File: src/rtl/press_classifier_pkg.sv
// Shared constants and state encodings for the press classifier and its
// neighbouring button stages (debouncer shares the window timing constant).
package press_classifier_pkg;

    typedef enum logic [1:0] {
        IDLE  = 2'd0,
        WAIT2 = 2'd1,
        WAIT3 = 2'd2
    } state_t;

    localparam int unsigned DEFAULT_WINDOW = 50_000_000;
    localparam int unsigned DEFAULT_TW     = 26;

endpackage

File: src/rtl/press_classifier_window_timer.sv
// Second-press window timer: counts up from 0 while clr is low, saturates at
// WINDOW-1 and flags hit while parked there. clr forces 0 on the next edge.
module window_timer #(
    parameter int unsigned WINDOW = 8,
    parameter int unsigned TW     = 26
) (
    input  logic ck,
    input  logic reset,
    input  logic clr,
    output logic hit
);

    localparam logic [TW-1:0] LAST = TW'(WINDOW - 1);

    logic [TW-1:0] count_q;
    logic [TW-1:0] count_d;

    // Next count: clear, increment, or hold at the saturation value.
    always_comb begin
        count_d = count_q;
        if (clr) begin
            count_d = '0;
        end else if (count_q != LAST) begin
            count_d = count_q + 1'b1;
        end
    end

    // Count register.
    always_ff @(posedge ck or posedge reset) begin
        if (reset) begin
            count_q <= '0;
        end else begin
            count_q <= count_d;
        end
    end

    assign hit = (count_q == LAST);

endmodule

File: src/rtl/press_classifier.sv
// Classifies bursts of debounced press pulses as single/double (and triple,
// when built with TRIPLE_PRESS_EN) presses within a programmable window.
// All outputs are registered one-cycle pulses; busy follows the FSM state.
//
// state | meaning
// IDLE  | no press pending; timer held clear
// WAIT2 | one press seen, waiting for a second within the window
// WAIT3 | two presses seen, waiting for a third (TRIPLE_PRESS_EN only)
module press_classifier
    import press_classifier_pkg::*;
#(
    parameter int unsigned WINDOW = DEFAULT_WINDOW,
    parameter int unsigned TW     = DEFAULT_TW
) (
    input  logic ck,
    input  logic reset,
    input  logic press_in,
    output logic single_out,
    output logic double_out,
    output logic triple_out,
    output logic busy
);

    state_t state_q, state_d;
    logic   single_q, single_d;
    logic   double_q, double_d;
    logic   triple_q, triple_d;
    logic   busy_q, busy_d;
    logic   timer_clr;
    logic   timer_hit;

    window_timer #(
        .WINDOW (WINDOW),
        .TW     (TW)
    ) u_timer (
        .ck    (ck),
        .reset (reset),
        .clr   (timer_clr),
        .hit   (timer_hit)
    );

    // Next-state and output decode; a press always beats a timeout, and the
    // timer is cleared whenever the current window ends or restarts.
    always_comb begin
        state_d   = state_q;
        single_d  = 1'b0;
        double_d  = 1'b0;
        triple_d  = 1'b0;
        timer_clr = 1'b0;
        case (state_q)
            IDLE: begin
                timer_clr = 1'b1;
                if (press_in) begin
                    state_d = WAIT2;
                end
            end
            WAIT2: begin
                if (press_in) begin
                    timer_clr = 1'b1;
`ifdef TRIPLE_PRESS_EN
                    state_d   = WAIT3;
`else
                    double_d  = 1'b1;
                    state_d   = IDLE;
`endif
                end else if (timer_hit) begin
                    timer_clr = 1'b1;
                    single_d  = 1'b1;
                    state_d   = IDLE;
                end
            end
`ifdef TRIPLE_PRESS_EN
            WAIT3: begin
                if (press_in) begin
                    timer_clr = 1'b1;
                    triple_d  = 1'b1;
                    state_d   = IDLE;
                end else if (timer_hit) begin
                    timer_clr = 1'b1;
                    double_d  = 1'b1;
                    state_d   = IDLE;
                end
            end
`endif
            default: begin
                timer_clr = 1'b1;
                state_d   = IDLE;
            end
        endcase
        busy_d = (state_d != IDLE);
    end

    // State and registered output pulses.
    always_ff @(posedge ck or posedge reset) begin
        if (reset) begin
            state_q  <= IDLE;
            single_q <= 1'b0;
            double_q <= 1'b0;
            triple_q <= 1'b0;
            busy_q   <= 1'b0;
        end else begin
            state_q  <= state_d;
            single_q <= single_d;
            double_q <= double_d;
            triple_q <= triple_d;
            busy_q   <= busy_d;
        end
    end

    assign single_out = single_q;
    assign double_out = double_q;
    assign triple_out = triple_q;
    assign busy       = busy_q;

endmodule

File: config.mk
export PLATFORM = sky130hd
export DESIGN_NAME = press_classifier
export DESIGN_NICKNAME = d
export VERILOG_FILES = /design/src/rtl/press_classifier_pkg.sv /design/src/rtl/press_classifier_window_timer.sv /design/src/rtl/press_classifier.sv
export SDC_FILE = /design/constraint.sdc
export NUM_CORES = 1
export LEC_CHECK = 0
export BUFFER_PORTS_ARGS = -buffer_cell sky130_fd_sc_hd__buf_4
export CAP_MARGIN = 40
export CORE_MARGIN = 1
export CORE_UTILIZATION = 35
export CTS_CLUSTER_DIAMETER = 40
export DETAILED_ROUTE_END_ITERATION = 16
export PLACE_DENSITY = 0.58
export SYNTH_ARGS = -nofsm -noshare
export SYNTH_HDL_FRONTEND = slang
export SYNTH_SLANG_ARGS = --single-unit
File: constraint.sdc
create_clock -name ck -period 5.88 [get_ports ck]
set_input_delay 0.588 -clock ck [delete_from_list [all_inputs] [get_ports ck]]
set_output_delay 0.588 -clock ck [all_outputs]
set_load 0.05 [all_outputs]
==> out/results.ini, run 1 <==
[setup_path]
crit_required_ns=6.03
slowest_stage=o31ai_4
critPathLaunch=u_timer.count_q[8]
path_max_fanout=14
rrSetupSlack_ns=3.36
startpoint_type=flop
crit_chain=or4b_1 -> or4_4 -> o31ai_4 -> buf_6 -> a21oi_1
slowest_delay_ns=0.59
endpoint_kind=flop
path_class=flop to flop
reg2reg_from=u_timer.count_q[8]
crit_arrival_ns=2.67

[sta]
fin_crit_ns=2.52
setup_viol=0
finalCritPeriodShare_pct=42.8
finClkSkew_ns=0.00179
tightest_slew_ns=0.605
hold_viol=0
rsz0062_at_grt=no
max_freq_mhz=397
final.setup.tns_ns=0
drv_slew=0
slew_headroom_pct=59.6

[power_and_ir_drop]
power.density_nw_per_um2=237
p_seq_share_pct=52.2
p_int_uw=326
p_sw_share_pct=21.4
ir_worst_vdd_mv=0.137
p_clk_share_pct=44.1
p_comb_share_pct=3.8
p_sw_uw=88.9
fin_total_pwr_uw=415
p_leak_uw=0.000652

[detailed_routing]
drt-total-wl_um=3220
dr.first_iter.drc_count=41
ant_nets=0
viasPerCell=5.78
drc=0
post_drt_wl_per_cell_um=14.8
vias=1259
dr.pass1.iters=4

[synth]
syn-cell-area_um2=1570
async_reset_ff_share_pct=100
synth_common_cells=dfrtp_1, nor2_1, a21oi_1, nand2_1
synthTopCellsByArea=dfrtp_1, nor2_1, a21oi_1, xor2_1, or4_1
yosysTopAreaCellShare_pct=49.5
postSynthAreaPerCell_um2=9.91
synth_ff_type=dfrtp_1
yosysWarnings=0
synth_most_common_cell=dfrtp_1
yosysUniqueCellTypes=32
synth-seq-area-share_pct=49.5
yosysTopAreaCell=dfrtp_1
synth_edf_count=0
ys_ff_latch=31
syn_inst=158

[clocking]
clock-sinks=31
htreeDepth=2
cts-buffers-inserted=5
cts_tree=yes
cts.reportedPaths.clkPinSlew_ns=0.06
clk_latency_ns=0.28
clockRootBuffer=clkbuf_8
cts_hold_buf=0
post_cts_buffers=0
cts-resized-gates=0
cts_buffer_depth=2

[place]
place_congestion=0.743
hpwl_um=2210
io_buffers=5

[floorplan]
fp-row-count=23
die_h_um=68.9
die_x_um=68.9
ioPinCount=7
initial_utilization_pct=37.8
core_um2=4140
die_area_um2=4750

[final_layout]
fillers=427
drive_gt1_share_pct=9.52
diodes=0
final_nets=171
area_delta_synth_final_pct=11.6

[global_routing]
overflow=0
track_usage_pct=15.8
grt_pass1_wl_um=5440
grt_pass1_vias=1209
grt_max_degree=32
antenna_found_initial=0

[flow_run]
maxCapViolations=0

[run_status]
outcome=completed

[min_path]
min_path_type=primary input to asynchronous set/reset pin

final cells by class:
class	count	area, µm²	area share (%)
Clock buffer	8	100	5.73
Tap cell	50	62.6	3.58
Sequential cell	31	776	44.4
Inverter	5	18.8	1.07
Timing Repair Buffer	7	56.3	3.22
Multi-Input combinational cell	117	734	42.0
kinds of logic after synthesis:
| group | Yosys count | share of synthesized area (%) |
|---|---|---|
| XOR/XNOR | 13 | 7.27 |
| adder cells (fa/ha/maj) | 1 | 0.799 |
| AND/OR/NAND/NOR | 75 | 27.1 |
| buffers and inverters | 11 | 3.83 |
| flip-flops | 31 | 49.5 |
| AO/OA/AOI/OAI | 26 | 11.3 |
| other | 1 | 0.239 |
power by group through the flow:
stage	Combinational [µW]	Sequential, µW	Clock (µW)
after floorplan	9.62	222	0
after global placement	15.4	220	0
after detailed placement	16.1	220	0
after CTS	16.2	216	186
after global routing	17.6	216	195
final	15.7	216	183
layer usage:
| metal | wire length [µm] | GRT usage [%] | vias to the layer above | part of all wire [%] |
|---|---|---|---|---|
| met4 | 51 | 7.40 | 0 | 1.6 |
| met5 | 0 | 0 | - | 0 |
| li1 | - | - | 595 | - |
| met2 | 1600 | 26.2 | 23 | 50 |
| met1 | 1470 | 19.5 | 634 | 46 |
| met3 | 97 | 3.45 | 7 | 3.0 |
layout by cell type, fill, tap and decap left out, types with 2 or more instances in the layout:
| cell type | instances |
|---|---|
| or4_1 | 8 |
| nand3_1 | 7 |
| buf_4 | 6 |
| nor2_1 | 18 |
| o41ai_1 | 3 |
| and3_1 | 4 |
| xnor2_1 | 6 |
| o31ai_1 | 6 |
| xor2_1 | 7 |
| o21ai_0 | 2 |
| inv_1 | 5 |
| nand2b_1 | 2 |
| nand4b_1 | 2 |
| nand2_1 | 9 |
| nor3_1 | 2 |
| clkbuf_8 | 7 |
| nor4_1 | 4 |
| dfrtp_1 | 31 |
| nor3b_1 | 2 |
| or3_1 | 3 |
| conb_1 | 2 |
| or4b_1 | 2 |
| a21oi_1 | 13 |
| nand4_1 | 8 |
registers in the layout (all words and copies together), names as in the netlist:
register	count
u_timer.count_q	26
state_q	2
busy	1
double_out	1
single_out	1
final timing paths:
path                                             to  cells after the start
worst max-delay path            u_timer.count_q[25]                      5
worst min-delay path             u_timer.count_q[6]                      3
worst max register to register  u_timer.count_q[25]                      5
worst min register to register   u_timer.count_q[0]                      1
max in group asynchronous                double_out                      3
min in group ck                  u_timer.count_q[0]                      1
critical path, delay by kind of cell, from the launching register on:
kind            cells  cell delay (ns)
compound gates      2             0.64
buf+inv             1             0.24
flops               1             0.44
simple gates        2             1.06
metrics by stage:
step,instances,util [%],instance area [µm²],worst slack [ns],hold WS (ns)
finish,218,42.2,1750,3.36,0.382
global route,218,42.2,1750,3.22,0.422
CTS,218,42.2,1750,3.35,0.394
detailed placement,210,39.8,1650,3.37,0.471
global placement,209,39.5,1640,3.25,0.460
floorplan,159,-,1570,3.73,0.442
(Power assumes the default switching activity.)
==> run 2: changes to the inputs <==
--- a/config.mk
+++ b/config.mk
@@ -5,13 +5,14 @@
 export SDC_FILE = /design/constraint.sdc
 export NUM_CORES = 1
 export LEC_CHECK = 0
+export ABC_AREA = 1
 export BUFFER_PORTS_ARGS = -buffer_cell sky130_fd_sc_hd__buf_4
 export CAP_MARGIN = 40
 export CORE_MARGIN = 1
 export CORE_UTILIZATION = 35
 export CTS_CLUSTER_DIAMETER = 40
 export DETAILED_ROUTE_END_ITERATION = 16
-export PLACE_DENSITY = 0.58
+export PLACE_DENSITY = 0.6
 export SYNTH_ARGS = -nofsm -noshare
 export SYNTH_HDL_FRONTEND = slang
 export SYNTH_SLANG_ARGS = --single-unit
==> constraint.sdc (replaced) <==
create_clock -name ck -period 2.2 [get_ports ck]
set_input_delay 0.22 -clock ck [delete_from_list [all_inputs] [get_ports ck]]
set_output_delay 0.22 -clock ck [all_outputs]
set_load 0.05 [all_outputs]
==> run 2 against run 1 <==
Compared with the run above: sequential share of layout area fell by 4.1 points; global-route usage increased by 0.93 points; via count increased by 11%; clock skew up 0.0097 ns; power rose to 2.6 times the previous value; flip-flop and latch count stayed put; register-to-register slack worse by 2.8 ns; critical path type unchanged.
==> out/results.ini, run 2 <==
[synth]
synth-seq-area-share_pct=44.7  ; -4.8 points
synth_edf_count=0  ; unchanged
synthTopCellsByArea=dfrtp_1, nand2_1, nor2_1, inv_1, xnor2_1
synth_common_cells=nand2_1, nor2_1, dfrtp_1, inv_1, nand3_1
syn_inst=239  ; +51%
async_reset_ff_share_pct=100  ; unchanged
yosysUniqueCellTypes=24  ; -25%
synth_ff_type=dfrtp_1
ys_ff_latch=31  ; unchanged
yosysTopAreaCell=dfrtp_1
yosysWarnings=0  ; unchanged
synth_most_common_cell=nand2_1
yosysTopAreaCellShare_pct=44.7  ; -4.8 points
syn-cell-area_um2=1730  ; +11%
postSynthAreaPerCell_um2=7.26  ; -27%

[floorplan]
die_h_um=72.4  ; +5.1%
ioPinCount=7  ; unchanged
initial_utilization_pct=36.5  ; -1.3 points
fp-row-count=25  ; +8.7%
core_um2=4750  ; +15%
die_x_um=72.4  ; +5.1%
die_area_um2=5240  ; +10%

[power_and_ir_drop]
p_sw_share_pct=25.3  ; +3.9 points
p_int_uw=810  ; +150%
p_clk_share_pct=42.8  ; -1.3 points
p_comb_share_pct=3.9  ; about the same
p_seq_share_pct=53.3  ; +1.1 points
p_sw_uw=274  ; +210%
p_leak_uw=0.000767  ; +18%
ir_worst_vdd_mv=0.460  ; +240%
power.density_nw_per_um2=562  ; +140%

[setup_path]
crit_chain=ha_1 -> nand3_2 -> nor3_2 -> nand3_2 -> nand2_4 -> o31ai_1
rrSetupSlack_ns=0.52  ; -2.84 ns
reg2reg_from=u_timer.count_q[0]
worstReg2RegEnd=state_q[0]
startpoint_type=flop
reg2reg_depth=6  ; +1
path_max_fanout=28  ; +14
slowest_stage=dfrtp_1
endpoint_kind=flop
slowest_delay_ns=0.40  ; -0.19 ns
crit_path_frequent_cell=nand3_2
crit_arrival_ns=1.85  ; -0.82 ns
crit_required_ns=2.37  ; -3.66 ns
path_class=flop to flop

[final_layout]
final_nets=254  ; +49%
regArea_um2=776  ; unchanged
layout_common_cells=nand2_1, nor2_1, dfrtp_1
fillers=524  ; +23%
largest-register=u_timer.count_q
diodes=0  ; unchanged
multi_input_area_um2=846  ; +15%
reg_top3=u_timer.count_q x26, state_q x2
layout_commonest_cell=nand2_1
drive_gt1_share_pct=9.16  ; -0.36 points
final_cells=318  ; +46%
largest_register_ffs=26  ; unchanged
area_delta_synth_final_pct=11.1

[detailed_routing]
dr.first_iter.drc_count=71  ; +73%
drc=0  ; unchanged
ant_nets=0  ; unchanged
dr.pass1.iters=4  ; unchanged
vias=1398  ; +11%
post_drt_wl_per_cell_um=11.5  ; -22%
drt-total-wl_um=3660  ; +14%
viasPerCell=4.40  ; -24%

[sta]
finClkSkew_ns=0.0115  ; +0.00966 ns
final.setup.tns_ns=0  ; unchanged
setup_viol=0  ; unchanged
finalCritPeriodShare_pct=76.3  ; +34 points
max_freq_mhz=595  ; +50%
rsz0062_at_grt=no
hold_viol=0  ; unchanged
drv_slew=0  ; unchanged
fin_crit_ns=1.68  ; -0.838 ns

[clocking]
post_cts_buffers=0  ; unchanged
cts_hold_buf=0  ; unchanged
cts_tree=yes
cts-resized-gates=0  ; unchanged
clockRootBuffer=clkbuf_8
clock-sinks=31  ; unchanged
cts-buffers-inserted=5  ; unchanged
cts.reportedPaths.clkPinSlew_ns=0.08  ; +0.02 ns
htreeDepth=2  ; unchanged
cts_buffer_depth=2  ; unchanged
clk_latency_ns=0.30  ; +0.02 ns

[place]
hpwl_um=2700  ; +22%
place_congestion=0.948  ; +28%
io_buffers=5  ; unchanged
post-place-cells=310  ; +48%

[flow_run]
maxCapViolations=0  ; unchanged

[global_routing]
grt_pass1_wl_um=6400  ; +18%
grt_max_degree=32  ; unchanged
grt_pass1_vias=1376  ; +14%
track_usage_pct=16.8  ; +0.93 points
antenna_found_initial=0  ; unchanged
overflow=0  ; unchanged

[min_path]
min_path_type=primary input to asynchronous set/reset pin

[run_status]
outcome=completed

[run 2: cell count changes after synthesis, moves of 4 or more]
cell | before | now
or4_1 | 8 | 0
nand2_1 | 9 | 71
nor2_1 | 18 | 69
nor4_1 | 4 | 0
inv_1 | 5 | 21
and3_1 | 4 | 0
o31ai_1 | 6 | 2
nand3_1 | 7 | 12
a21oi_1 | 13 | 1
nand4_1 | 8 | 1
[run 2: final cells by class]
| type | instances | area share (%) |
|---|---|---|
| tap | 67 | 4.35 |
| multi-input combinational | 184 | 43.9 |
| clock inverter | 3 | 1.30 |
| timing repair buffer | 6 | 2.34 |
| clock buffer | 5 | 3.57 |
| sequential | 31 | 40.3 |
| inverter | 22 | 4.29 |
[run 2: worst max-delay path: cells and delay by family (launching register included)]
| kind | cells | cell delay [ns] |
|---|---|---|
| flops | 1 | 0.40 |
| compound gates | 1 | 0.13 |
| fa+ha+maj | 1 | 0.30 |
| simple gates | 4 | 0.72 |
[run 2: stage by stage]
step	instance area (µm²)	util (%)	total power [µW]	hold slack [ns]	setup slack (ns)
finish	1930	40.5	1080	0.00130	0.520
CTS	1930	40.5	1100	0.00883	0.503
detailed placement	1830	38.6	633	0.336	0.527
global route	1930	40.5	1130	0.0493	0.362
floorplan	1740	-	622	0.293	0.748
global placement	1830	38.6	633	0.330	0.579
[run 2: cell families (layout without fill, tap and decap cells)]
family	Yosys count	count (layout)	synth area share, %
other	1	2	0.216
adders and majority gates	1	1	0.721
buffers and inverters	25	36	6.71
AOI/OAI and AO/OA	3	3	1.15
and+or+nand+nor	163	163	38.9
DFF	31	31	44.7
xor gates and xnor gates	15	15	7.58
[run 2: how the worst max path moves through the flow]
stage | end | start
finish | state_q[0] | u_timer.count_q[0]
floorplan | busy | u_timer.count_q[0]
global placement | busy | u_timer.count_q[0]
CTS | state_q[0] | u_timer.count_q[0]
global route | busy | u_timer.count_q[0]
detailed placement | state_q[0] | u_timer.count_q[0]
[run 2: power by group through the flow]
stage | Clock (µW) | Sequential [µW] | Combinational (µW)
floorplan | 0 | 596 | 25.9
CTS | 479 | 578 | 43.5
finish | 464 | 578 | 42.2
global route | 508 | 578 | 47.4
detailed placement | 0 | 589 | 43.6
global placement | 0 | 589 | 43.6
[run 2: routing by layer]
metal | part of all wire (%) | track usage [%] | wire length (µm)
met2 | 46 | 25.8 | 1690
met1 | 48 | 21.6 | 1740
met5 | 0 | 0 | 0
met4 | 2.2 | 8.50 | 82
met3 | 4.0 | 4.72 | 146
==> run 3: changes to the inputs <==
--- a/config.mk
+++ b/config.mk
@@ -12,7 +12,7 @@
 export CORE_UTILIZATION = 35
 export CTS_CLUSTER_DIAMETER = 40
 export DETAILED_ROUTE_END_ITERATION = 16
-export PLACE_DENSITY = 0.6
+export PLACE_DENSITY = 0.58
 export SYNTH_ARGS = -nofsm -noshare
 export SYNTH_HDL_FRONTEND = slang
 export SYNTH_SLANG_ARGS = --single-unit
==> constraint.sdc (replaced) <==
create_clock -name ck -period 1.65 [get_ports ck]
set_input_delay 0.165 -clock ck [delete_from_list [all_inputs] [get_ports ck]]
set_output_delay 0.165 -clock ck [all_outputs]
set_load 0.05 [all_outputs]
==> run 3 against run 2 <==
Compared with the run above: global-route usage up 0.25 points; sequential power rose by 34%; clock power grew 41%; critical endpoint unchanged; sequential share of layout area is 0.67 points lower; final cell count grew 0.63%; clock skew down 0.0080 ns; routed wire length grew 3.7%; largest cell class unchanged; via count is 2.1% higher; clock-buffer cell count grew 3; power increased by 37%; largest power group unchanged.
==> out/results.ini, run 3 (synthesized netlist as in run 2, its figures left out) <==
[run_status]
outcome=completed

[global_routing]
antenna_found_initial=0  ; unchanged
grt_pass1_wl_um=6720  ; +5.0%
grt_pass1_vias=1423  ; +3.4%
track_usage_pct=17.0  ; +0.25 points
grt_max_degree=32  ; unchanged
overflow=0  ; unchanged

[sta]
final.setup.tns_ns=0  ; unchanged
finClkSkew_ns=0.00347  ; -0.00799 ns
rsz0062_at_grt=no
hold_viol=0  ; unchanged
setup_viol=0  ; unchanged
finalCritPeriodShare_pct=90.0  ; +14 points
drv_slew=0  ; unchanged
max_freq_mhz=673  ; +13%
fin_crit_ns=1.48  ; -0.195 ns

[detailed_routing]
post_drt_wl_per_cell_um=11.9  ; +3.1%
dr.first_iter.drc_count=85  ; +20%
ant_nets=0  ; unchanged
vias=1428  ; +2.1%
dr.pass1.iters=5  ; +1
drc=0  ; unchanged
drt-total-wl_um=3800  ; +3.7%
viasPerCell=4.46  ; +1.5%

[setup_path]
path_class=flop to flop
path_delay_family=simple AND/OR/NAND/NOR gates
slowest_delay_ns=0.40  ; about the same
crit_path_frequent_cell=nand3_2
startpoint_type=flop
slowest_stage=dfrtp_1
critPathLaunch=u_timer.count_q[0]
reg2reg_from=u_timer.count_q[0]
path_max_fanout=28  ; unchanged
endpoint_kind=flop
crit_arrival_ns=1.64  ; -0.21 ns
crit_required_ns=1.80  ; -0.57 ns
crit_chain=ha_1 -> nand3_2 -> nor3_2 -> nand3_2 -> nand2_8 -> o31ai_1
path_buf_inv=0  ; unchanged

[power_and_ir_drop]
ir_worst_vdd_mv=0.418  ; -9.1%
power.density_nw_per_um2=759  ; +35%
p_leak_uw=0.000786  ; +2.4%

[clocking]
cts-buffers-inserted=5  ; unchanged
htreeDepth=2  ; unchanged
clock-sinks=31  ; unchanged
cts.reportedPaths.clkPinSlew_ns=0.06  ; -0.02 ns
clk_latency_ns=0.28  ; -0.02 ns
clockRootBuffer=clkbuf_8
post_cts_buffers=0  ; unchanged
cts_buffer_depth=2  ; unchanged
cts_tree=yes

[final_layout]
diodes=0  ; unchanged
largest-register=u_timer.count_q
reg_top3=u_timer.count_q x26, state_q x2
drive_gt1_share_pct=9.09  ; -0.072 points
largest_register_ffs=26  ; unchanged
layout_common_cells=nand2_1, nor2_1, dfrtp_1
area_delta_synth_final_pct=13.0
final_nets=256  ; +0.79%
postLayoutCoreUtil_pct=41.2  ; +0.68 points
layout_commonest_cell=nand2_1
final_cells=320  ; +0.63%

[flow_run]
maxCapViolations=0  ; unchanged

[floorplan]
die_h_um=72.4  ; unchanged
die_area_um2=5240  ; unchanged
ioPinCount=7  ; unchanged
initial_utilization_pct=36.5  ; unchanged
die_x_um=72.4  ; unchanged
fp-row-count=25  ; unchanged
core_um2=4750  ; unchanged

[min_path]
min_from=press_in
min_path_type=primary input to flop

[place]
place_congestion=0.969  ; +2.2%
io_buffers=5  ; unchanged
hpwl_um=2790  ; +3.4%
post-place-cells=311  ; +0.32%

## run 3: cell count changes in the layout (fill, tap and decap cells not counted), sizes merged
cell	delta
dlygate4sd3	+1
buf	+1
clkinv	-2
clkinvlp	-1
clkbuf	+3
## run 3: per-layer routing
metal | track usage [%] | up-vias | wire length [µm]
li1 | - | 747 | -
met1 | 23.0 | 654 | 1940
met2 | 26.6 | 17 | 1680
met3 | 3.47 | 10 | 96
met4 | 6.97 | 0 | 78
met5 | 0 | - | 0
## run 3: area by class of cell
class	instances	area, µm²
clock buffers	8	100
fillers	515	2800
inverters	22	82.6
multi-input cells	184	855
flip-flops and latches	31	776
well taps	67	83.8
repair buffers	8	62.6
## run 3: stage by stage
stage / hold WS [ns] / setup slack (ns) / power, µW / cell area [µm²]
5_1_grt: 0.0536 / 0.0242 / 1540 / 1960
3_3_place_gp: 0.283 / 0.142 / 844 / 1840
4_1_cts: 0.0505 / 0.0549 / 1510 / 1950
6_report: 0.0550 / 0.165 / 1490 / 1960
3_5_place_dp: 0.289 / 0.0670 / 844 / 1840
2_1_floorplan: 0.238 / 0.198 / 829 / 1740
## run 3: path summary, 6_finish.rpt
path / endpoint / slack [ns] / cells past startpoint
min in group asynchronous: state_q[1] / 0.53 / 4
setup reg to reg: state_q[0] / 0.17 / 6
hold reg to reg: busy / 0.48 / 1
max in group asynchronous: u_timer.count_q[17] / 0.83 / 4
setup / recovery: state_q[0] / 0.17 / 6
hold / removal: single_out / 0.06 / 2
## run 3: timing repair
| item | CTS | global route |
|---|---|---|
| hold buffers | 1 | 0 |
| endpoints found under the hold margin | 31 | 0 |
| endpoints found under the setup margin | 0 | 3 |
| resized for setup | 0 | 1 |
## run 3: report_power, final
| group | switching, µW | internal [µW] |
|---|---|---|
| clock network | 275 | 380 |
| registers | 4.70 | 767 |
| logic | 45.1 | 14.6 |
